### config.mk
export PLATFORM = sky130hd
export DESIGN_NAME = uart_loopback_ctrl
export DESIGN_NICKNAME = d
export VERILOG_FILES = /design/src/rtl/uart_pkg.sv /design/src/rtl/sync_fifo.sv /design/src/rtl/uart_loopback_ctrl.sv
export SDC_FILE = /design/constraint.sdc
export NUM_CORES = 1
export LEC_CHECK = 0
export ABC_AREA = 1
export CAP_MARGIN = 20
export CORE_MARGIN = 10
export CORE_UTILIZATION = 50
export DETAILED_ROUTE_END_ITERATION = 12
export PLACE_DENSITY_LB_ADDON = 0.1
export SYNTH_ARGS = -nofsm -noshare
export SYNTH_HDL_FRONTEND = slang
export SYNTH_HIERARCHICAL = 1
export SYNTH_SLANG_ARGS = --single-unit
### constraint.sdc
create_clock -name sysclk -period 2.7 [get_ports sysclk]
set_clock_uncertainty 0.05 [all_clocks]
set_input_delay 0.405 -clock sysclk [delete_from_list [all_inputs] [get_ports sysclk]]
set_output_delay 0.405 -clock sysclk [all_outputs]
set_load 0.005 [all_outputs]
### src/rtl/uart_pkg.sv
// Shared definitions for the UART loopback path: TX FSM encoding,
// default widths and the FIFO level width helper.
package uart_pkg;

  localparam int DATA_W_DEF = 8;
  localparam int ADDR_W_DEF = 4;

  typedef enum logic [1:0] {
    ST_IDLE = 2'd0,
    ST_SEND = 2'd1,
    ST_GAP  = 2'd2
  } tx_state_t;

  // Level must represent 0..2^addr_w inclusive, hence one extra bit.
  function automatic int level_w(input int addr_w);
    return addr_w + 1;
  endfunction

endpackage

### src/rtl/sync_fifo.sv
// Single-clock circular buffer with a separate occupancy counter.
// Push is accepted when not full, or when a pop frees a slot in the same cycle.
module sync_fifo
  import uart_pkg::*;
#(
  parameter int DATA_W = DATA_W_DEF,
  parameter int ADDR_W = ADDR_W_DEF
) (
  input  logic                        sysclk,
  input  logic                        rst_n,
  input  logic                        push,
  input  logic [DATA_W-1:0]           push_data,
  input  logic                        pop,
  output logic [DATA_W-1:0]           pop_data,
  output logic                        full,
  output logic                        empty,
  output logic [level_w(ADDR_W)-1:0] level,
  output logic [level_w(ADDR_W)-1:0] level_next
);

  localparam int             LW      = level_w(ADDR_W);
  localparam logic [LW-1:0]  DEPTH_L = LW'(2 ** ADDR_W);

  logic [DATA_W-1:0] mem [2 ** ADDR_W];
  logic [ADDR_W-1:0] wr_ptr;
  logic [ADDR_W-1:0] rd_ptr;
  logic              push_ok;
  logic              pop_ok;

  assign full     = (level == DEPTH_L);
  assign empty    = (level == '0);
  assign pop_ok   = pop && !empty;
  assign push_ok  = push && (!full || pop_ok);
  assign pop_data = mem[rd_ptr];

  always_comb begin
    level_next = level;
    if (push_ok && !pop_ok)
      level_next = level + LW'(1);
    else if (pop_ok && !push_ok)
      level_next = level - LW'(1);
  end

  always_ff @(posedge sysclk or negedge rst_n) begin
    if (!rst_n) begin
      wr_ptr <= '0;
      rd_ptr <= '0;
      level  <= '0;
    end else begin
      if (push_ok)
        wr_ptr <= wr_ptr + ADDR_W'(1);
      if (pop_ok)
        rd_ptr <= rd_ptr + ADDR_W'(1);
      level <= level_next;
    end
  end

  // Storage needs no reset: only entries between the pointers are ever read.
  always_ff @(posedge sysclk) begin
    if (push_ok)
      mem[wr_ptr] <= push_data;
  end

endmodule

### src/rtl/uart_loopback_ctrl.sv
// Buffers received bytes in a FIFO and replays them in order to the
// transmitter, flagging any byte dropped because the FIFO was full.
//
// state   | meaning
// --------+--------------------------------------------------------------
// ST_IDLE | waiting for data; pops the head into tx_data when non-empty
// ST_SEND | tx_en_sig high, holding tx_data until tx_done_sig
// ST_GAP  | one cycle with tx_en_sig low so the transmitter re-arms
module uart_loopback_ctrl
  import uart_pkg::*;
#(
  parameter int DATA_W = DATA_W_DEF,
  parameter int ADDR_W = ADDR_W_DEF
) (
  input  logic                        sysclk,
  input  logic                        rst_n,
  input  logic                        rx_done_sig,
  input  logic [DATA_W-1:0]           rx_data,
  output logic                        rx_en_sig,
  input  logic                        tx_done_sig,
  output logic                        tx_en_sig,
  output logic [DATA_W-1:0]           tx_data,
  output logic [level_w(ADDR_W)-1:0] fifo_level,
  output logic                        overflow
);

  localparam int            LW      = level_w(ADDR_W);
  localparam logic [LW-1:0] DEPTH_L = LW'(2 ** ADDR_W);

  tx_state_t         state;
  logic              pop;
  logic              full;
  logic              empty;
  logic [DATA_W-1:0] head;
  logic [LW-1:0]     level_next;

  assign pop = (state == ST_IDLE) && !empty;

  sync_fifo #(
    .DATA_W (DATA_W),
    .ADDR_W (ADDR_W)
  ) u_fifo (
    .sysclk     (sysclk),
    .rst_n      (rst_n),
    .push       (rx_done_sig),
    .push_data  (rx_data),
    .pop        (pop),
    .pop_data   (head),
    .full       (full),
    .empty      (empty),
    .level      (fifo_level),
    .level_next (level_next)
  );

  always_ff @(posedge sysclk or negedge rst_n) begin
    if (!rst_n) begin
      state     <= ST_IDLE;
      tx_en_sig <= 1'b0;
      tx_data   <= '0;
    end else begin
      case (state)
        ST_IDLE: begin
          if (!empty) begin
            tx_data   <= head;
            tx_en_sig <= 1'b1;
            state     <= ST_SEND;
          end
        end
        ST_SEND: begin
          if (tx_done_sig) begin
            tx_en_sig <= 1'b0;
            state     <= ST_GAP;
          end
        end
        ST_GAP: begin
          state <= ST_IDLE;
        end
        default: begin
          tx_en_sig <= 1'b0;
          state     <= ST_IDLE;
        end
      endcase
    end
  end

  // A pop in the same cycle frees a slot, so a push at full is only a drop without one.
  always_ff @(posedge sysclk or negedge rst_n) begin
    if (!rst_n) begin
      overflow  <= 1'b0;
      rx_en_sig <= 1'b0;
    end else begin
      if (rx_done_sig && full && !pop)
        overflow <= 1'b1;
      rx_en_sig <= (level_next < DEPTH_L);
    end
  end

endmodule

; Word-level counts from Yosys, hierarchy flattened
; Memory sizes are Yosys's and may differ from the RTL's. A register that Yosys moved wholly into a read port is not among the register bits.
; Index checks and enable logic that the tools add are counted.
[totals]
register_bits = 18
mem_count = 1
wordCells = 49
mem_bits_rw = 128
input_bits = 12
[classes]
addsub = 4
n_bitwise = 2
n_reduce_logical = 19
eq_ne = 5
order_cmp = 1
n_mux = 10
[mem_list]
columns = memory, depth, width, rd, rd_ports_with_merged_regs, write_ports, line
row1 = u_fifo.mem, 16, 8, 1, 1, 1, sync_fifo.sv:24  ; logic [DATA_W-1:0] mem [2 ** ADDR_W];
[op_table]
columns = operator, n
row1 = 5-bit two-way mux, 2
row2 = "4-bit by 1-bit adder with 4-bit output, second input constant", 2
row3 = 1-bit logical AND, 7
row4 = 1-bit logical NOT, 6
row5 = "5-bit by 1-bit adder with 5-bit output, second input constant", 1
row6 = "5-bit equality test, second input constant", 1
row7 = 5-bit logical NOT, 1
row8 = "5-bit < comparator, second input constant", 1
row9 = "5-bit by 1-bit subtractor with 5-bit output, second input constant", 1
row10 = 1-bit two-way mux, 4
row11 = 2-bit two-way mux, 2
row12 = "2-bit inequality test, second input constant", 2
row13 = 2-bit one-hot mux with 2 select lines, 1
row14 = 2-bit AND reduction, 2
row15 = 1-bit one-hot mux with 3 select lines, 1
row16 = 3-bit AND reduction, 1
row17 = "2-bit by 1-bit equality test with 1-bit output, second input constant", 1
row18 = "2-bit equality test, second input constant", 1
row19 = 2-bit logical NOT, 1
row20 = 1-bit inverter, 2
row21 = 1-bit logical OR, 1

; Depth between registers and ports, before layout
; Gate-level depths: netlist (run 1).
[depth]
ltp_word = 11
ltp_mapped = 14

; Hierarchy
; The synthesis (run 1) kept the hierarchy.
[modules_own_cells]
columns = mod, cells_each, instances, seq_area_each_um2, area_each_um2
row1 = sync_fifo, 568, 1, 4169.0, 6223.5
row2 = uart_loopback_ctrl, 58, 1, 325.3, 511.7

; Worst setup path after synthesis (run 1)
; No wires, ideal clock.
[synth_path]
path_type = reg2reg
start = register u_fifo.level[0]
end = memory u_fifo/mem[11][0] in the netlist's numbering (enable)
path_stages_with_launch = 14
synth_period_minus_slack_ns = 2.777
setup_time_ns = 0.383
n_path_buf = 2
arrival_ns = 2.344
slack_ns = -0.077
path_cell_list = dfrtp_1 inv_1 ha_1 nand3_4 inv_1 inv_1 nand2_2 inv_2 buf_2 nand2_8 nand2_4 nand2_4 buf_12 nor3_1
[synth_between]
elab_chain_cells = 8
elab_cells_between_ends = 10
cone_classes = eq/ne (1) / mux (2) / reduce/logical (7)
[synth_lines]
columns = item, line
row1 = "start, declared", sync_fifo.sv:17  ; output logic [level_w(ADDR_W)-1:0] level,
row2 = "start signal, assigned", sync_fifo.sv:54  ; level <= level_next;
row3 = 5-bit logical NOT, sync_fifo.sv:31  ; assign empty = (level == '0);
row4 = net empty, uart_loopback_ctrl.sv:33  ; logic empty;
row5 = 1-bit logical NOT, uart_loopback_ctrl.sv:37  ; assign pop = (state == ST_IDLE) && !empty;
row6 = 1-bit logical AND, uart_loopback_ctrl.sv:37
row7 = net pop, uart_loopback_ctrl.sv:31  ; logic pop;
row8 = 1-bit logical AND, sync_fifo.sv:32  ; assign pop_ok = pop && !empty;
row9 = 1-bit logical OR, sync_fifo.sv:33  ; assign push_ok = push && (!full || pop_ok);
row10 = 1-bit logical AND, sync_fifo.sv:33
row11 = 1-bit two-way mux, sync_fifo.sv:60  ; if (push_ok)
row12 = 1-bit two-way mux (not written as such), sync_fifo.sv:61  ; mem[wr_ptr] <= push_data;
row13 = "end, declared", sync_fifo.sv:24
; The timed path passes the listed nets, and every way through them passes these cells.

; Final worst setup path (run 1)
[layout_path]
start = register u_fifo.level[0]
end = memory u_fifo/mem[4][2] in the netlist's numbering (enable)
; Same word-level chain as after synthesis.

==> results_dict.tcl, run 1 <==
set metrics [dict create \
    ys_ff_latch 154 \
    antenna_found_initial 0 \
    grtUsageTotal 0.177 \
    syn_avg_cell_area_um2 10.8 \
    power_frac_seq 0.362 \
    drc 0 \
    drt_iter0_drc 341 \
    hold_viol_final 0 \
    netlist_area_um2 6740 \
    synth.distinct_cells 31 \
    wl_um 15600 \
    clock_sinks 154 \
    async_flop_share 0.169 \
    grt_max_degree 80 \
    die_x_um 136 \
    clock-root-buffer "clkbuf_16" \
    hp-class "primary input to asynchronous set/reset pin" \
    cts-htree-levels 4 \
    p_switching_mw 3.15 \
    via_count 4572 \
    numCtsBuffers 17 \
    start_kind "flip-flop" \
    yosysWarnings 6 \
    placementRows 42 \
    synth_commonest_cells "175 x nand2_1, 128 x edfxtp_1, 67 x nand3_1" \
    post_cts_resized 0 \
    die_h_um 136 \
    syn_to_final_growth_pct 17.5 \
    netlist_top_cells_area "edfxtp_1 57%, nand2_1 9.8%, dfrtp_1 9.7%, nand3_1 5.0%, nor2_1 3.2%" \
    n_antenna_cell 0 \
    drtAntennaViolNets 0 \
    gp_congestion 0.884 \
    finalCriticalPeriod_ps 2380 \
    rsz0062_at_grt "false" \
    fin_area_um2 7910 \
    drive_gt1_frac 0.125 \
    pwr-share-comb 0.359 \
    peakVddDrop_mv 0.497 \
    relSlewSlack 0.440 \
    critPathKind "flip-flop to flip-flop" \
    cts_max_path_buffers 2 \
    portBuffers 27 \
    n_fill_cell 1131 \
    die_area_um2 18500 \
    period_share 0.882 \
    cp-end-kind "flip-flop" \
    tightest_slew_ps 837 \
    synth_flop_cell "edfxtp_1" \
    power_switching_share 0.363 \
    clkPwrFrac 0.278 \
    clock_latency_ps 420 \
    synth_most_common_cell "nand2_1" \
    dp_hpwl_um 10600 \
    gr-total-overflow 0 \
    io_pins 28 \
    p_int_mw 5.53 \
    start_util 0.509 \
    status "finished, final reports clean" \
    core_um2 13200 \
    cts_setup_buffers 0 \
    power_density_nw_per_um2 1100 \
    maxSlewViolCount 0 \
    routed_via_density 5.30 \
    cp_max_fo 21 \
    drt-pass1-iter-count 4 \
    synth_cells 626 \
    cap_viol_max_count 0 \
    synth_nets 645 \
    power.total_mw 8.69 \
    cts_tree "yes" \
    grt_pass1_wl_um 24400 \
    synth_edf_count 128 \
    synth_top_area_cell "edfxtp_1" \
    p_leak_nw 3.15 \
    setup_viol 0 \
    grt_pass1_vias 4542 \
    yosysTopAreaCellShare 0.571 \
    cp_data_arrival_time_ps 2470 \
    required_ps 2780 \
    ys_seq_area_frac 0.667 \
    setup_tns_ps 0 \
    max_freq_ghz 0.420 \
    clkTransAtPathRegs_ps 60 \
    postCtsHoldBufs 0 \
    layout.nets 694 \
    post_drt_wl_per_cell_um 18.1 \
    postPlaceCellArea_um2 7310 \
]
-- cells by family after synthesis --
logic type / share of synthesized area
flops: 0.667
xor+xnor: 0.00910
compound gates: 0.0312
fa+ha+maj: 0.0130
buf+inv: 0.0511
simple gates: 0.228
-- cell usage in the layout, fill, tap and decap left out --
cell and n:
o21ai_0 9, nand2_4 2, nor3_1 14, nor3_2 3
edfxtp_1 128, clkbuf_16 17, clkinv_2 2, nand2_1 175
nor2_2 2, o211ai_1 10, clkbuf_1 1, nand3_2 1
clkinvlp_4 1, buf_12 1, nand3_1 67, inv_6 2
nor2_1 58, buf_4 32, inv_2 5, nand2_2 8
inv_1 36, dfrtp_1 25, xnor2_1 1, clkinv_4 1
dfrtp_2 1, nand3_4 1, o21ai_1 18, or2_2 2
clkdlybuf4s50_1 27, xor2_1 6, bufinv_16 4, ha_1 7
clkinv_1 5, nand4_1 8, or2_0 6, nand2_8 1
-- registers in the layout, summed over array words and instances (netlist names) --
signal         flops
u_fifo/rd_ptr      4
state              2
u_fifo/mem       128
u_fifo/wr_ptr      4
tx_data            8
overflow           1
rx_en_sig          1
tx_en_sig          1
u_fifo/level       5
-- worst paths after layout --
path / from / to / slack, ps / cells past startpoint
max in group asynchronous: rst_n / u_fifo/rd_ptr[0] / 2010 / 2
max: u_fifo/level[0] / u_fifo/mem[4][2] / 320 / 12
min: rst_n / overflow / 310 / 2
min reg2reg: overflow / overflow / 410 / 2
max reg2reg: u_fifo/level[0] / u_fifo/mem[4][2] / 320 / 12
min in group sysclk: overflow / overflow / 410 / 2
-- per-layer routing --
metal,wire length [um],GRT usage
met3,720,0.0376
met5,0,0
met2,7820,0.292
met4,257,0.0686
met1,6800,0.222
-- worst max-delay path, cell delays in order, from the launching register on --
cell	delay, ps
dfrtp_1	420
inv_1	100
ha_1	260
nand3_4	170
inv_1	50
inv_1	60
nand2_2	60
inv_2	100
nand2_8	80
nand2_4	90
nand2_4	180
nor3_1	270
buf_4	210
-- final cells by class --
class                           count  area (um2)  area share
Timing Repair Buffer               60         531      0.0670
Inverter                           43         161      0.0204
Sequential cell                   154        4500       0.568
Tap cell                          176         220      0.0278
Clock buffer                       18         429      0.0542
Clock inverter                     13         175      0.0221
Multi-Input combinational cell    399        1900       0.240
-- through the flow --
step           worst slack [ps]   util  hold slack (ps)  instances
3_5_place_dp                321  0.552              405        832
3_3_place_gp                365  0.552              401        832
4_1_cts                     309  0.598              317        863
2_1_floorplan             -77.2      -             59.4        626
6_report                    319  0.598              307        863
5_1_grt                     113  0.598              341        863
-- power groups by stage --
stage	Combinational, mW	Clock, mW	Sequential, mW
3_5_place_dp	3.10	0	3.19
5_1_grt	3.45	2.56	3.18
4_1_cts	3.11	2.45	3.15
2_1_floorplan	2.10	0	3.13
3_3_place_gp	3.06	0	3.18
6_report	3.12	2.42	3.15
(Power assumes the default switching activity.)
==> run 2: changes to the inputs <==
--- a/config.mk
+++ b/config.mk
@@ -9,8 +9,11 @@
 export CAP_MARGIN = 20
 export CORE_MARGIN = 10
 export CORE_UTILIZATION = 50
+export CTS_BUF_LIST = sky130_fd_sc_hd__clkbuf_2
 export DETAILED_ROUTE_END_ITERATION = 12
+export DONT_BUFFER_PORTS = 1
 export PLACE_DENSITY_LB_ADDON = 0.1
+export SETUP_SLACK_MARGIN = 0.15
 export SYNTH_ARGS = -nofsm -noshare
 export SYNTH_HDL_FRONTEND = slang
 export SYNTH_HIERARCHICAL = 1
==> run 2 against run 1 <==
Utilization is 4.3 points lower. Die area stayed put. Final cell count shrank 2.3%. Sequential power about the same. Sequential cell count stayed put. Worst setup slack worse by 44 ps. Register-to-register slack lost 40 ps. First-iteration DRC count decreased by 0.59%. Critical path depth unchanged. Via count rose by 0.85%. Design area decreased by 7.2%. Clock power down 54%.
==> results_dict.tcl, run 2 (synthesized netlist as in run 1, its figures left out) <==
set metrics [dict create \
    power_density_nw_per_um2 981 \
    status "finished, final reports clean" \
    fin_area_um2 7350 \
    r2r_cells 12 \
    cts_setup_buffers 0 \
    p_leak_nw 2.91 \
    fin_util 0.555 \
    post_drt_wl_per_cell_um 19.2 \
    die_h_um 136 \
    drt_iter0_drc 339 \
    p_switching_mw 3.12 \
    cap_viol_max_count 0 \
    drt-pass1-iter-count 6 \
    top_register "u_fifo/mem" \
    clkPwrFrac 0.155 \
    dp_hpwl_um 10500 \
    grtUsageTotal 0.182 \
    peakVddDrop_mv 0.397 \
    clock_sinks 154 \
    grt_pass1_vias 4513 \
    hold_viol_final 0 \
    gp_congestion 0.929 \
    placementRows 42 \
    numCtsBuffers 17 \
    relSlewSlack 0.369 \
    cts_max_path_buffers 2 \
    layout_common_cells "175 x nand2_1, 128 x edfxtp_1, 67 x nand3_1" \
    critPathKind "flip-flop to flip-flop" \
    maxSlewViolCount 0 \
    required_ps 3130 \
    antenna_found_initial 0 \
    via_count 4611 \
    r2r-end "u_fifo/mem[3][2]" \
    cp_max_fo 21 \
    max_freq_ghz 0.412 \
    portBuffers 0 \
    finalCriticalPeriod_ps 2430 \
    cts_tree "yes" \
    n_antenna_cell 0 \
    syn_to_final_growth_pct 9.08 \
    largest_registers "u_fifo/mem: 128 flops, tx_data: 8 flops, u_fifo/level: 5 flops" \
    r2r_slack_ps 270 \
    hp-class "primary input to asynchronous set/reset pin" \
    clock_latency_ps 740 \
    grt_max_degree 80 \
    setup_viol 0 \
    r2r-start "u_fifo/level[0]" \
    io_pins 28 \
    power_switching_share 0.433 \
    period_share 0.898 \
    clock-root-buffer "clkbuf_2" \
    routed_via_density 5.47 \
    wl_um 16200 \
    drc 0 \
    grt_pass1_wl_um 25000 \
    drive_gt1_frac 0.132 \
    clkTransAtPathRegs_ps 230 \
    die_x_um 136 \
    postPlaceCellArea_um2 6990 \
    tightest_slew_ps 944 \
    start_kind "flip-flop" \
    drtAntennaViolNets 0 \
    cts-htree-levels 4 \
    p_int_mw 4.09 \
    layout_commonest_cell "nand2_1" \
    largest_register_ffs 128 \
    layout.nets 673 \
    rsz0062_at_grt "true" \
    cp_data_arrival_time_ps 2860 \
    power_frac_seq 0.440 \
    core_um2 13200 \
    cp-end-kind "flip-flop" \
    start_util 0.509 \
    power.total_mw 7.21 \
    pwr-share-comb 0.404 \
    gr-total-overflow 0 \
    die_area_um2 18500 \
]
run 2: cell types whose count changed in the layout (fill, tap and decap cells not counted), moves of 3 or more:
cell	change
clkdlybuf4s50_1	-27
clkbuf_16	-17
clkbuf_2	+17
dlygate4sd3_1	+11
buf_4	-7
inv_6	+5
bufinv_16	-4
clkinv_4	+3
run 2: what timing repair did:
item	4_1_cts	5_1_grt
hold endpoints to repair	168	0
hold buffers	13	0
gates resized for setup	0	3
setup endpoints to repair	0	127
run 2: cell type report:
cell class                 count  area (um2)
clock buffer                  17        85.1
clock inverter                15         118
fill                        1176        5900
inverter                      43         161
multi-input combinational    399        1910
sequential                   154        4500
tap                          176         220
timing repair buffer          39         358
run 2: worst max path at each step:
stage                    start                end  slack [ps]  cells after the start
5_1_grt        u_fifo/level[0]   u_fifo/mem[3][2]         130                     12
2_1_floorplan  u_fifo/level[0]  u_fifo/mem[11][0]         -80                     13
3_5_place_dp   u_fifo/level[0]   u_fifo/mem[7][2]         310                     12
4_1_cts        u_fifo/level[0]   u_fifo/mem[7][2]         250                     12
6_report       u_fifo/level[0]   u_fifo/mem[3][2]         270                     12
3_3_place_gp   u_fifo/level[0]   u_fifo/mem[7][5]         330                     12
run 2: stage by stage:
step	cells	worst slack, ps	setup TNS (ps)	hold WS, ps
finish	843	275	0	97.8
global route	843	130	0	41.3
CTS	843	252	0	29.0
detailed placement	798	309	0	60.2
global placement	798	326	0	60.3
floorplan	626	-77.2	-8540	59.4
run 2: worst max-delay path: stages, from the launching register on:
cell     delay (ps)
dfrtp_2         470
inv_1            90
ha_1            260
nand3_4         170
inv_1            60
inv_1            60
nand2_2          60
inv_2           110
nand2_8          80
nand2_4          90
nand2_4         200
nor3_1          280
buf_4           180
run 2: power groups by stage:
| stage | combinational [mW] | clock [mW] | sequential, mW |
|---|---|---|---|
| 2_1_floorplan | 2.10 | 0 | 3.13 |
| 3_3_place_gp | 2.79 | 0 | 3.22 |
| 3_5_place_dp | 2.82 | 0 | 3.23 |
| 4_1_cts | 2.90 | 1.16 | 3.17 |
| 5_1_grt | 3.25 | 1.24 | 3.22 |
| 6_report | 2.92 | 1.12 | 3.17 |
run 2: routing by layer:
metal  global-route usage  share of wire  vias up
met4               0.0698          0.018        0
met3               0.0424          0.058       23
met2                0.294           0.49      144
met5                    0              0        -
li1                     -              -     2170
met1                0.233           0.44     2274
==> run 3: changes to the inputs <==
--- a/config.mk
+++ b/config.mk
@@ -7,7 +7,7 @@
 export LEC_CHECK = 0
 export ABC_AREA = 1
 export CAP_MARGIN = 20
-export CORE_MARGIN = 10
+export CORE_MARGIN = 2
 export CORE_UTILIZATION = 50
 export CTS_BUF_LIST = sky130_fd_sc_hd__clkbuf_2
 export DETAILED_ROUTE_END_ITERATION = 12
==> run 3 against run 2 <==
Sequential share of layout area down 0.82 points. Global-route usage grew 5.5 points. Final cell count rose by 0.24%. Register-to-register slack better by 30 ps. Power is 4.1% higher. First-iteration DRC count increased by 25%. Utilization grew 0.96 points. Sequential cell count did not move. Worst setup slack gained 32 ps. Non-clock buffer count unchanged. Clock power increased by 29%. Die area shrank 22%. Critical path type unchanged.
==> results_dict.tcl, run 3 (synthesized netlist as in run 1, its figures left out) <==
set metrics [dict create \
    clock_latency_ps 770 \
    busiest_layer "met2" \
    startpoint "u_fifo/level[1]" \
    groute.layer.met3.usage 0.0604 \
    clock-root-buffer "clkbuf_2" \
    routed_via_density 5.40 \
    relSlewSlack 0.391 \
    met1_usage 0.311 \
    dp_hpwl_um 10100 \
    p_switching_mw 3.06 \
    r2r-end "u_fifo/mem[15][3]" \
    cts_setup_buffers 0 \
    tightest_slew_ps 911 \
    portBuffers 0 \
    cp-end-kind "flip-flop" \
    start_util 0.511 \
    grt_pass1_vias 4450 \
    clkTransAtPathRegs_ps 230 \
    status "finished, final reports clean" \
    power.total_mw 7.51 \
    p_int_mw 4.44 \
    syn_to_final_growth_pct 10.5 \
    die_h_um 120 \
    instances_no_fill 845 \
    cap_viol_max_count 0 \
    post_drt_wl_per_cell_um 18.9 \
    p_leak_nw 2.95 \
    placementRows 42 \
    io_pins 28 \
    r2r_slack_ps 310 \
    grt_pass1_wl_um 24500 \
    pwr-share-comb 0.385 \
    met2_usage 0.382 \
    drive_gt1_frac 0.132 \
    layout.nets 673 \
    core_um2 13200 \
    top_register "u_fifo/mem" \
    clkPwrFrac 0.193 \
    gr-total-overflow 0 \
    rsz0062_at_grt "false" \
    cts_max_path_buffers 2 \
    max_freq_ghz 0.418 \
    cts_tree "yes" \
    numCtsBuffers 17 \
    layout_commonest_cell "nand2_1" \
    drt_iter0_drc 423 \
    maxSlewViolCount 0 \
    finalCriticalPeriod_ps 2390 \
    start_kind "flip-flop" \
    cts-htree-levels 4 \
    period_share 0.887 \
    critPathKind "flip-flop to flip-flop" \
    die_area_um2 14400 \
    die_x_um 120 \
    wl_um 16000 \
    power_density_nw_per_um2 1010 \
    power_frac_seq 0.422 \
    power_switching_share 0.408 \
    r2r_cells 12 \
    antenna_found_initial 3 \
    layout_common_cells "175 x nand2_1, 128 x edfxtp_1, 67 x nand3_1" \
    peakVddDrop_mv 0.494 \
    largest_registers "u_fifo/mem: 128 flops, tx_data: 8 flops, u_fifo/level: 5 flops" \
    n_fill_cell 1137 \
    via_count 4567 \
    clock_sinks 154 \
    grt_max_degree 80 \
    drtAntennaViolNets 0 \
    cp_max_fo 21 \
    dp.cells 798 \
    gp_congestion 0.895 \
    drt-pass1-iter-count 5 \
    grtUsageTotal 0.237 \
    setup_viol 0 \
    hp-class "primary input to asynchronous set/reset pin" \
    largest_register_ffs 128 \
    r2r-start "u_fifo/level[1]" \
    hold_viol_final 0 \
    cp_data_arrival_time_ps 2850 \
    required_ps 3150 \
    drc 0 \
]
run 3: changes by cell type in the layout (fill, tap and decap cells not counted), sizes merged:
cell / before / now
bufinv: 0 / 4
clkinv: 9 / 8
diode: 0 / 2
clkinvlp: 1 / 2
inv: 48 / 44
run 3: layout make-up:
cell class / instances / area [um2] / area share
multi-input combinational: 399 / 1920 / 0.258
clock buffer: 17 / 85.1 / 0.0114
timing repair buffer: 39 / 358 / 0.0481
antenna: 2 / 5.00 / 0.000672
clock inverter: 15 / 198 / 0.0266
sequential: 154 / 4500 / 0.604
inverter: 43 / 161 / 0.0217
tap: 176 / 220 / 0.0296
run 3: per-stage QoR:
| step | util | setup WS [ps] | area, um2 | setup TNS [ps] | hold slack [ps] |
|---|---|---|---|---|---|
| 4_1_cts | 0.563 | 203 | 7420 | 0 | 5.39 |
| 2_1_floorplan | - | -77.2 | 6740 | -8540 | 59.4 |
| 3_5_place_dp | 0.530 | 266 | 6990 | 0 | 60.0 |
| 6_report | 0.564 | 306 | 7440 | 0 | 61.7 |
| 5_1_grt | 0.564 | 169 | 7440 | 0 | 19.0 |
| 3_3_place_gp | 0.530 | 329 | 6990 | 0 | 60.0 |
run 3: routing by layer:
metal	wire length (um)	vias to the layer above
met2	7780	145
li1	-	2166
met5	11	-
met1	6830	2231
met3	1060	23
met4	288	2
run 3: what timing repair did:
item / in CTS / in global routing
hold buffers: 13 / 0
gates resized for setup: 0 / 4
endpoints found under the setup margin: 0 / 93
endpoints found under the hold margin: 168 / 0
run 3: worst max path at each step:
stage	to	slack [ps]	cells past startpoint
after CTS	u_fifo/mem[15][3]	200	12
after global routing	u_fifo/mem[15][7]	170	12
after global placement	u_fifo/mem[11][2]	330	12
after detailed placement	u_fifo/mem[15][3]	270	12
after floorplan	u_fifo/mem[11][0]	-80	13
final	u_fifo/mem[15][3]	310	12
run 3: power by group through the flow:
stage	logic, mW	registers (mW)	clock network [mW]
after detailed placement	2.77	3.22	0
after global placement	2.74	3.21	0
after floorplan	2.10	3.13	0
final	2.89	3.17	1.45
after CTS	2.86	3.17	1.49
after global routing	3.21	3.21	1.58
run 3: critical path: stages, from the launching register on:
cell and delay (ps):
dfrtp_1 480, inv_1 100, ha_1 250, nand3_4 170, inv_1 60, inv_1 60, nand2_2 60, inv_2 100
nand2_8 80, nand2_4 110, nand2_8 140, nor3_1 270, buf_4 190
